$ cat src/rtl/wb_gpio_irq.sv
// Wishbone GPIO bank: output/direction registers with atomic set/clear, synchronised
// inputs, and per-pin edge interrupts with write-1-to-clear status.
module wb_gpio_irq #(
  parameter int NGPIO       = 16,
  parameter int SYNC_STAGES = 2
) (
  input  logic             wb_clk,
  input  logic             wb_rst,
  input  logic             wb_cyc,
  input  logic             wb_stb,
  input  logic             wb_we,
  input  logic [3:0]       wb_sel,
  input  logic [7:0]       wb_adr,
  input  logic [31:0]      wb_dat,
  output logic [31:0]      wb_rdt,
  output logic             wb_ack,
  input  logic [NGPIO-1:0] gpi,
  output logic [NGPIO-1:0] gpo,
  output logic [NGPIO-1:0] gpoe,
  output logic             irq
);

  localparam logic [2:0] A_OUT  = 3'd0, A_SET = 3'd1, A_CLR  = 3'd2, A_DIR  = 3'd3,
                         A_IN   = 3'd4, A_EN  = 3'd5, A_STAT = 3'd6, A_EDGE = 3'd7;

  logic [NGPIO-1:0] out_q, out_d, dir_q, dir_d, en_q, en_d;
  logic [NGPIO-1:0] stat_q, stat_d, edg_q, edg_d, prev_q, prev_d;
  logic [SYNC_STAGES-1:0][NGPIO-1:0] sync_q, sync_d;
  logic             ack_q, ack_d, irq_q, irq_d;

  logic [2:0]       widx;
  logic             wr;
  logic [31:0]      m32;
  logic [NGPIO-1:0] bm, wd, s, ev, rd_n;
  logic             unused_bits;

  assign widx = wb_adr[4:2];
  // Commit only on the first cycle of an access so a write lands exactly once.
  assign wr   = wb_cyc & wb_stb & wb_we & ~ack_q;
  assign m32  = {{8{wb_sel[3]}}, {8{wb_sel[2]}}, {8{wb_sel[1]}}, {8{wb_sel[0]}}};
  assign bm   = m32[NGPIO-1:0];
  assign wd   = wb_dat[NGPIO-1:0] & bm;
  assign s    = sync_q[SYNC_STAGES-1];
  assign ev   = (edg_q & s & ~prev_q) | (~edg_q & ~s & prev_q);
  assign unused_bits = ^{wb_adr[7:5], wb_adr[1:0], wb_dat, m32};

  always_comb begin
    out_d  = out_q;
    dir_d  = dir_q;
    en_d   = en_q;
    edg_d  = edg_q;
    stat_d = stat_q;
    if (wr) begin
      case (widx)
        A_OUT:   out_d  = (out_q & ~bm) | wd;
        A_SET:   out_d  = out_q | wd;
        A_CLR:   out_d  = out_q & ~wd;
        A_DIR:   dir_d  = (dir_q & ~bm) | wd;
        A_EN:    en_d   = (en_q & ~bm) | wd;
        A_STAT:  stat_d = stat_q & ~wd;
        A_EDGE:  edg_d  = (edg_q & ~bm) | wd;
        default: ;
      endcase
    end
    // A new event outranks a simultaneous clear so no edge is ever lost.
    stat_d = stat_d | ev;
    sync_d[0] = gpi;
    for (int i = 1; i < SYNC_STAGES; i++) sync_d[i] = sync_q[i-1];
    prev_d = s;
    ack_d  = ~ack_q & wb_cyc & wb_stb;
    irq_d  = |(stat_q & en_q);
  end

  always_ff @(posedge wb_clk) begin
    if (wb_rst) begin
      out_q  <= '0;
      dir_q  <= '0;
      en_q   <= '0;
      stat_q <= '0;
      edg_q  <= '0;
      sync_q <= '0;
      prev_q <= '0;
      ack_q  <= 1'b0;
      irq_q  <= 1'b0;
    end else begin
      out_q  <= out_d;
      dir_q  <= dir_d;
      en_q   <= en_d;
      stat_q <= stat_d;
      edg_q  <= edg_d;
      sync_q <= sync_d;
      prev_q <= prev_d;
      ack_q  <= ack_d;
      irq_q  <= irq_d;
    end
  end

  always_comb begin
    rd_n = '0;
    case (widx)
      A_OUT, A_SET, A_CLR: rd_n = out_q;
      A_DIR:               rd_n = dir_q;
      A_IN:                rd_n = s;
      A_EN:                rd_n = en_q;
      A_STAT:              rd_n = stat_q;
      A_EDGE:              rd_n = edg_q;
      default:             rd_n = '0;
    endcase
  end

  assign wb_rdt = 32'(rd_n);
  assign wb_ack = ack_q;
  assign gpo    = out_q;
  assign gpoe   = dir_q;
  assign irq    = irq_q;

endmodule

$ cat config.mk
export PLATFORM = sky130hd
export DESIGN_NAME = wb_gpio_irq
export DESIGN_NICKNAME = d
export VERILOG_FILES = /design/src/rtl/wb_gpio_irq.sv
export SDC_FILE = /design/constraint.sdc
export NUM_CORES = 1
export LEC_CHECK = 0
export CAP_MARGIN = 30
export CORE_UTILIZATION = 50
export CTS_CLUSTER_SIZE = 12
export DETAILED_ROUTE_END_ITERATION = 6
export PLACE_DENSITY = 0.78
export SLEW_MARGIN = 20
export SYNTH_ARGS = -nofsm -noshare
export SYNTH_HDL_FRONTEND = slang
export SYNTH_SLANG_ARGS = --single-unit
$ cat constraint.sdc
create_clock -name wb_clk -period 2.7 [get_ports wb_clk]
set_clock_uncertainty 0.2 [all_clocks]
set_input_delay 0.81 -clock wb_clk [delete_from_list [all_inputs] [get_ports wb_clk]]
set_output_delay 0.81 -clock wb_clk [all_outputs]
set_load 0.01 [all_outputs]
==> flow_summary_export.csv, run 1 <==
group,metric,value,unit
setup_path,cpPeakStageDelay,520,ps
global_route,grt_pass1_wl,23490,um
min_path,hold_path.class,"flip-flop to flip-flop",
flow_run,cap_viol_max_count,0,
setup_path,cp.required,1690,ps
final_layout,mostFrequentLayoutCells,"dfxtp_1, nor2_1, clkdlybuf4s50_1",
final_layout,fin_util,69.53,%
detailed_routing,drtIter0Drc,330,
final_layout,syn_to_final_growth,35.46,%
floorplan,rows,38,
timing,max_freq,347.6,MHz
power_and_ir_drop,finalPower,0.004967,W
power_and_ir_drop,peakVddDrop,0.0003903,V
floorplan,core-area,10840,sq um
power_and_ir_drop,leakage,3.382,nW
final_layout,n_antenna_cell,0,
clock_network,htree_levels,4,
clock_network,cts_buffers,17,
final_layout,instances_no_fill,824,
detailed_routing,wl,14980,um
place,dp_cells,787,
setup_path,cp_max_fo,5,
place,hpwlAfterDp,9347,um
logic_synthesis,synthCells,561,
timing,rsz0062_at_grt,"yes",
logic_synthesis,synth.avg_cell_area,9.918,sq um
setup_path,worst-path-stages,6,
min_path,hold_depth,1,
logic_synthesis,ys_ff_latch,130,
setup_path,cp_data_arrival_time,1870,ps
final_layout,final_cell_area,7537,sq um
power_and_ir_drop,power_density,659.0,nW/um^2
detailed_routing,wl_per_cell,18.17,um
place,place.gp.congestion,0.8465,
clock_network,cts_sinks,130,
floorplan,die_x,107.5,um
floorplan,die_area,11550,sq um
logic_synthesis,yosys_warnings,0,
clock_network,clk_latency,510,ps
timing,finalCritPeriodShare,106.5,%
timing,slew_violations,0,
floorplan,dieHeight,107.5,um
logic_synthesis,ys_types,37,
setup_path,end_kind,"primary output",
logic_synthesis,synth_seq_area_share,46.77,%
outcome,violations,"negative setup slack",
setup_path,cp_slowest_cell,"mux4_2",
timing,setup_viol,16,
final_layout,drive_above_1_share,21.49,%
detailed_routing,vias,4676,
clock_network,path_clk_slew,60,ps
final_layout,n_fill_cell,786,
setup_path,reg2reg_slack,880,ps
global_route,gr-total-overflow,0,
clock_network,cts_tree,"built",
detailed_routing,vias_per_cell,5.675,
setup_path,crit_buf_inv,3,
setup_path,worstPathCellList,"buf_12, buf_12, mux4_2, nand2_2, o21ai_2, buf_2",
clock_network,cts_hold_buffers,0,
outcome,outcome,"complete, but fails checks",
setup_path,cpMostUsedCell,"buf_12",
global_route,track_usage,26.92,%
logic_synthesis,synthesis.area,5564,sq um
detailed_routing,ant_nets,0,
timing,finalWorstSetupSlack,-176.6,ps
final_layout,layout_commonest_cell,"dfxtp_1",
setup_path,rr_worst_depth,4,
floorplan,ios,131,
place,dp_slack,-1035,ps
setup_path,critPathTopFamily,"multiplexers",
global_route,grt_pass1_vias,4519,
clock_network,cts_root_buffer,"clkbuf_8",
final_layout,nNetsFinal,736,
global_route,grt_max_degree,62,
place,place_area,6778,sq um
global_route,antenna_found_initial,0,
timing,finalHoldViolCount,0,
setup_path,critPathKind,"primary input to primary output",
setup_path,worst_setup_path_start_kind,"primary input",
detailed_routing,drtPass1Iterations,6,
floorplan,initial_utilization,51.33,%
timing,fin_crit,2877,ps
clock_network,clockBufferDepth,2,
place,port_buffers,91,
detailed_routing,drc,0,
## final timing paths
check / to / from
worst min register to register: prev_d[5] / sync_d[21]
worst max-delay path: wb_rdt[2] / wb_adr[3]
worst min-delay path: prev_d[5] / sync_d[21]
worst max register to register: gpo[14] / wb_ack
## Yosys cell counts, drive strengths merged
library cell / number / share of area [%]
a22o: 19 / 3.2
nor2b: 48 / 5.4
and4bb: 1 / 0.22
nand2: 51 / 3.5
or3: 1 / 0.20
and3: 1 / 0.11
inv: 16 / 1.1
conb: 1 / 0.067
a31o: 2 / 0.31
a31oi: 1 / 0.11
buf: 29 / 4.0
mux2i: 64 / 12
nor4: 2 / 0.61
and4b: 1 / 0.20
mux4: 16 / 6.5
dfxtp: 130 / 47
a221oi: 19 / 3.0
nor2: 80 / 5.4
a21oi: 17 / 1.5
and3b: 2 / 0.31
xnor2: 1 / 0.16
and2: 1 / 0.11
nand3: 4 / 0.54
nand4b: 2 / 0.31
a22oi: 2 / 0.27
nand4: 2 / 0.45
clkbuf: 16 / 1.3
o21ai: 32 / 2.9
## worst reg2reg max path, stage by stage, from the launching register on
cell and delay [ps]:
dfxtp_1 320, and4b_2 470, a31o_2 350, o21ai_0 170, a22o_1 210
## through the flow
| stage | setup TNS, ps | hold slack (ps) |
|---|---|---|
| 3_5_place_dp | -25590 | 220.4 |
| 4_1_cts | -2212 | 234.5 |
| 5_1_grt | -2794 | 252.6 |
| 6_report | -2305 | 232.8 |
| 2_1_floorplan | -67.94 | 213.8 |
| 3_3_place_gp | -21970 | 218.5 |
## routing by layer
metal	share of wire (%)	GRT usage, %	vias to the layer above
li1	-	-	2161
met1	42	35.02	2230
met2	47	42.49	251
met3	8.2	6.840	34
met4	2.4	11.15	0
met5	0	0	-
## cell type report
type / count / area, sq um / area share (%)
Multi-Input combinational cell: 385 / 2759 / 36.60
Sequential cell: 130 / 2603 / 34.53
Timing Repair Buffer: 121 / 1272 / 16.88
Clock buffer: 17 / 414.1 / 5.495
Clock inverter: 15 / 254.0 / 3.370
Tap cell: 140 / 175.2 / 2.324
Inverter: 16 / 60.06 / 0.7968
## kinds of logic after synthesis
| group | Yosys count | synth area share (%) |
|---|---|---|
| xor gates and xnor gates | 1 | 0.1574 |
| and+or+nand+nor | 196 | 17.36 |
| buffers and inverters | 61 | 6.386 |
| muxes | 80 | 17.99 |
| AOI/OAI and AO/OA | 92 | 11.27 |
| DFF | 130 | 46.77 |
| other | 1 | 0.06740 |
## power breakdown
group | total [W] | leakage (nW) | internal, W | switching, W
sequential | 0.00201 | 1.06 | 0.00197 | 0.0000440
clock | 0.00257 | 0.323 | 0.00170 | 0.000873
combinational | 0.000383 | 2.00 | 0.000191 | 0.000191
total | 0.00497 | 3.38 | 0.00386 | 0.00111
## timing repair
item / 4_1_cts / 5_1_grt
gates cloned: 4 / 0
pin swaps: 16 / 2
resized for setup: 95 / 3
buffers inserted: 1 / 0
setup endpoints to repair: 16 / 16
No activity file was read; power rests on OpenSTA's default activity.
==> run 2: changes to the inputs <==
--- a/config.mk
+++ b/config.mk
@@ -6,6 +6,7 @@
 export NUM_CORES = 1
 export LEC_CHECK = 0
 export CAP_MARGIN = 30
+export CORE_MARGIN = 2
 export CORE_UTILIZATION = 50
 export CTS_CLUSTER_SIZE = 12
 export DETAILED_ROUTE_END_ITERATION = 6
==> run 2 against run 1 <==
The flow still finishes with violations (negative setup slack); die area up 3.8%; sequential cell count unchanged; non-clock buffer count up 2; sequential share of layout area up 0.46 points.
==> flow_summary_export.csv, run 2 (same netlist as run 1, synthesis figures left out) <==
group,metric,value,unit
global_route,gr-total-overflow,0,
floorplan,dieHeight,109.5,um
setup_path,cp_max_fo,6,
global_route,grt_pass1_wl,22060,um
floorplan,die_x,109.5,um
timing,fin_crit,2896,ps
setup_path,rr_worst_depth,4,
floorplan,core-area,10840,sq um
timing,max_freq,345.3,MHz
setup_path,worst-path-stages,6,
setup_path,cpMostUsedCell,"buf_12",
outcome,outcome,"complete, but fails checks",
power_and_ir_drop,peakVddDrop,0.0004959,V
global_route,grt_max_degree,43,
timing,hold_ws,233.1,ps
clock_network,path_clk_slew,60,ps
power_and_ir_drop,power_frac_comb,8.2,%
power_and_ir_drop,swShare,23.54,%
power_and_ir_drop,leakage,3.291,nW
setup_path,cp_data_arrival_time,1890,ps
place,hpwlAfterDp,9244,um
place,place.gp.congestion,0.8360,
final_layout,drive_above_1_share,22.56,%
detailed_routing,vias,4591,
final_layout,mostFrequentLayoutCells,"dfxtp_1, nor2_1, clkdlybuf4s50_1",
timing,finalWorstSetupSlack,-196.1,ps
clock_network,htree_levels,4,
clock_network,clk_latency,530,ps
floorplan,initial_utilization,51.33,%
min_path,hold_path.class,"flip-flop to flip-flop",
setup_path,crit_buf_inv,3,
clock_network,cts_tree,"built",
global_route,track_usage,24.42,%
global_route,grt_pass1_vias,4483,
setup_path,end_kind,"primary output",
detailed_routing,drc,0,
setup_path,worstPathCellList,"buf_12, buf_12, mux4_2, nand2_2, o21ai_2, buf_2",
detailed_routing,drtPass1Iterations,5,
clock_network,cts_hold_buffers,0,
clock_network,clockBufferDepth,2,
final_layout,nNetsFinal,739,
timing,rsz0062_at_grt,"yes",
flow_run,cap_viol_max_count,0,
floorplan,die_area,11990,sq um
floorplan,rows,38,
setup_path,worst_setup_path_start_kind,"primary input",
setup_path,cp.required,1690,ps
clock_network,cts_sinks,130,
min_path,hold_depth,1,
final_layout,syn_to_final_growth,33.66,%
setup_path,critPathKind,"primary input to primary output",
timing,fin_tns_setup,-2463,ps
place,port_buffers,91,
timing,slew_violations,0,
timing,finalHoldViolCount,0,
setup_path,cp_slowest_cell,"mux4_2",
detailed_routing,wl,13970,um
clock_network,cts_root_buffer,"clkbuf_8",
detailed_routing,ant_nets,0,
timing,setup_viol,16,
power_and_ir_drop,power_density,612.4,nW/um^2
detailed_routing,drtIter0Drc,274,
power_and_ir_drop,p_int,0.003482,W
place,dp_slack,-1080,ps
outcome,violations,"negative setup slack",
setup_path,cpPeakStageDelay,540,ps
power_and_ir_drop,power.share.sequential,44.1,%
global_route,antenna_found_initial,0,
detailed_routing,wl_per_cell,16.89,um
final_layout,layout_commonest_cell,"dfxtp_1",
final_layout,n_antenna_cell,0,
setup_path,critPathTopFamily,"multiplexers",
clock_network,cts_buffers,17,
power_and_ir_drop,p_switching,0.001072,W
detailed_routing,vias_per_cell,5.551,
timing,finalCritPeriodShare,107.3,%
power_and_ir_drop,clock_power_share,47.7,%
floorplan,ios,131,
[run 2: changes by cell type in the layout (fill, tap and decap cells not counted), sizes merged]
| cell | change |
|---|---|
| clkbuf | +1 |
| nand2 | +1 |
| bufinv | -4 |
| clkinvlp | +4 |
| inv | -3 |
| bufbuf | -1 |
| buf | +3 |
| clkinv | +2 |
[run 2: worst register-to-register path, delay by kind of cell, from the launching register on]
family          cells  cell delay [ps]
compound gates      3              640
simple gates        1              460
flops               1              310
[run 2: what timing repair did]
item,4_1_cts,5_1_grt
buffers inserted,5,2
endpoints found under the hold margin,0,0
resized for setup,103,5
cloned,3,0
pin swaps,15,1
endpoints found under the setup margin,16,16
[run 2: power by group through the flow]
stage	Combinational [W]	Clock [W]	Sequential, W
2_1_floorplan	0.000217	0	0.00204
3_3_place_gp	0.000329	0	0.00205
3_5_place_dp	0.000339	0	0.00205
4_1_cts	0.000367	0.00220	0.00201
5_1_grt	0.000401	0.00230	0.00201
6_report	0.000373	0.00217	0.00201
[run 2: final cells by class]
class | count | area (sq um)
fillers | 818 | 3403
multi-input cells | 386 | 2814
flip-flops and latches | 130 | 2603
repair buffers | 123 | 1217
clock buffers | 18 | 427.9
well taps | 140 | 175.2
clock inverters | 14 | 140.1
inverters | 16 | 60.06
[run 2: final timing paths]
| check | from | endpoint | slack [ps] |
|---|---|---|---|
| min reg2reg | sync_d[29] | prev_d[13] | 230 |
| max | wb_adr[3] | wb_rdt[8] | -200 |
| min | sync_d[29] | prev_d[13] | 230 |
| max reg2reg | wb_ack | gpo[3] | 970 |
[run 2: metrics by stage]
| stage | total power [W] | cells | utilization (%) | area [sq um] |
|---|---|---|---|---|
| detailed placement | 0.002388 | 785 | 62.04 | 6725 |
| global route | 0.004718 | 827 | 68.61 | 7437 |
| floorplan | 0.002253 | 576 | - | 5700 |
| CTS | 0.004571 | 825 | 68.26 | 7400 |
| global placement | 0.002374 | 785 | 62.04 | 6725 |
| finish | 0.004554 | 827 | 68.61 | 7437 |
[run 2: routing by layer]
| metal | vias to the layer above | wire length, um | GRT usage, % |
|---|---|---|---|
| li1 | 2164 | - | - |
| met1 | 2198 | 5981 | 31.17 |
| met2 | 199 | 6583 | 39.77 |
| met3 | 30 | 1021 | 5.335 |
| met4 | 0 | 379 | 10.76 |
| met5 | - | 0 | 0 |
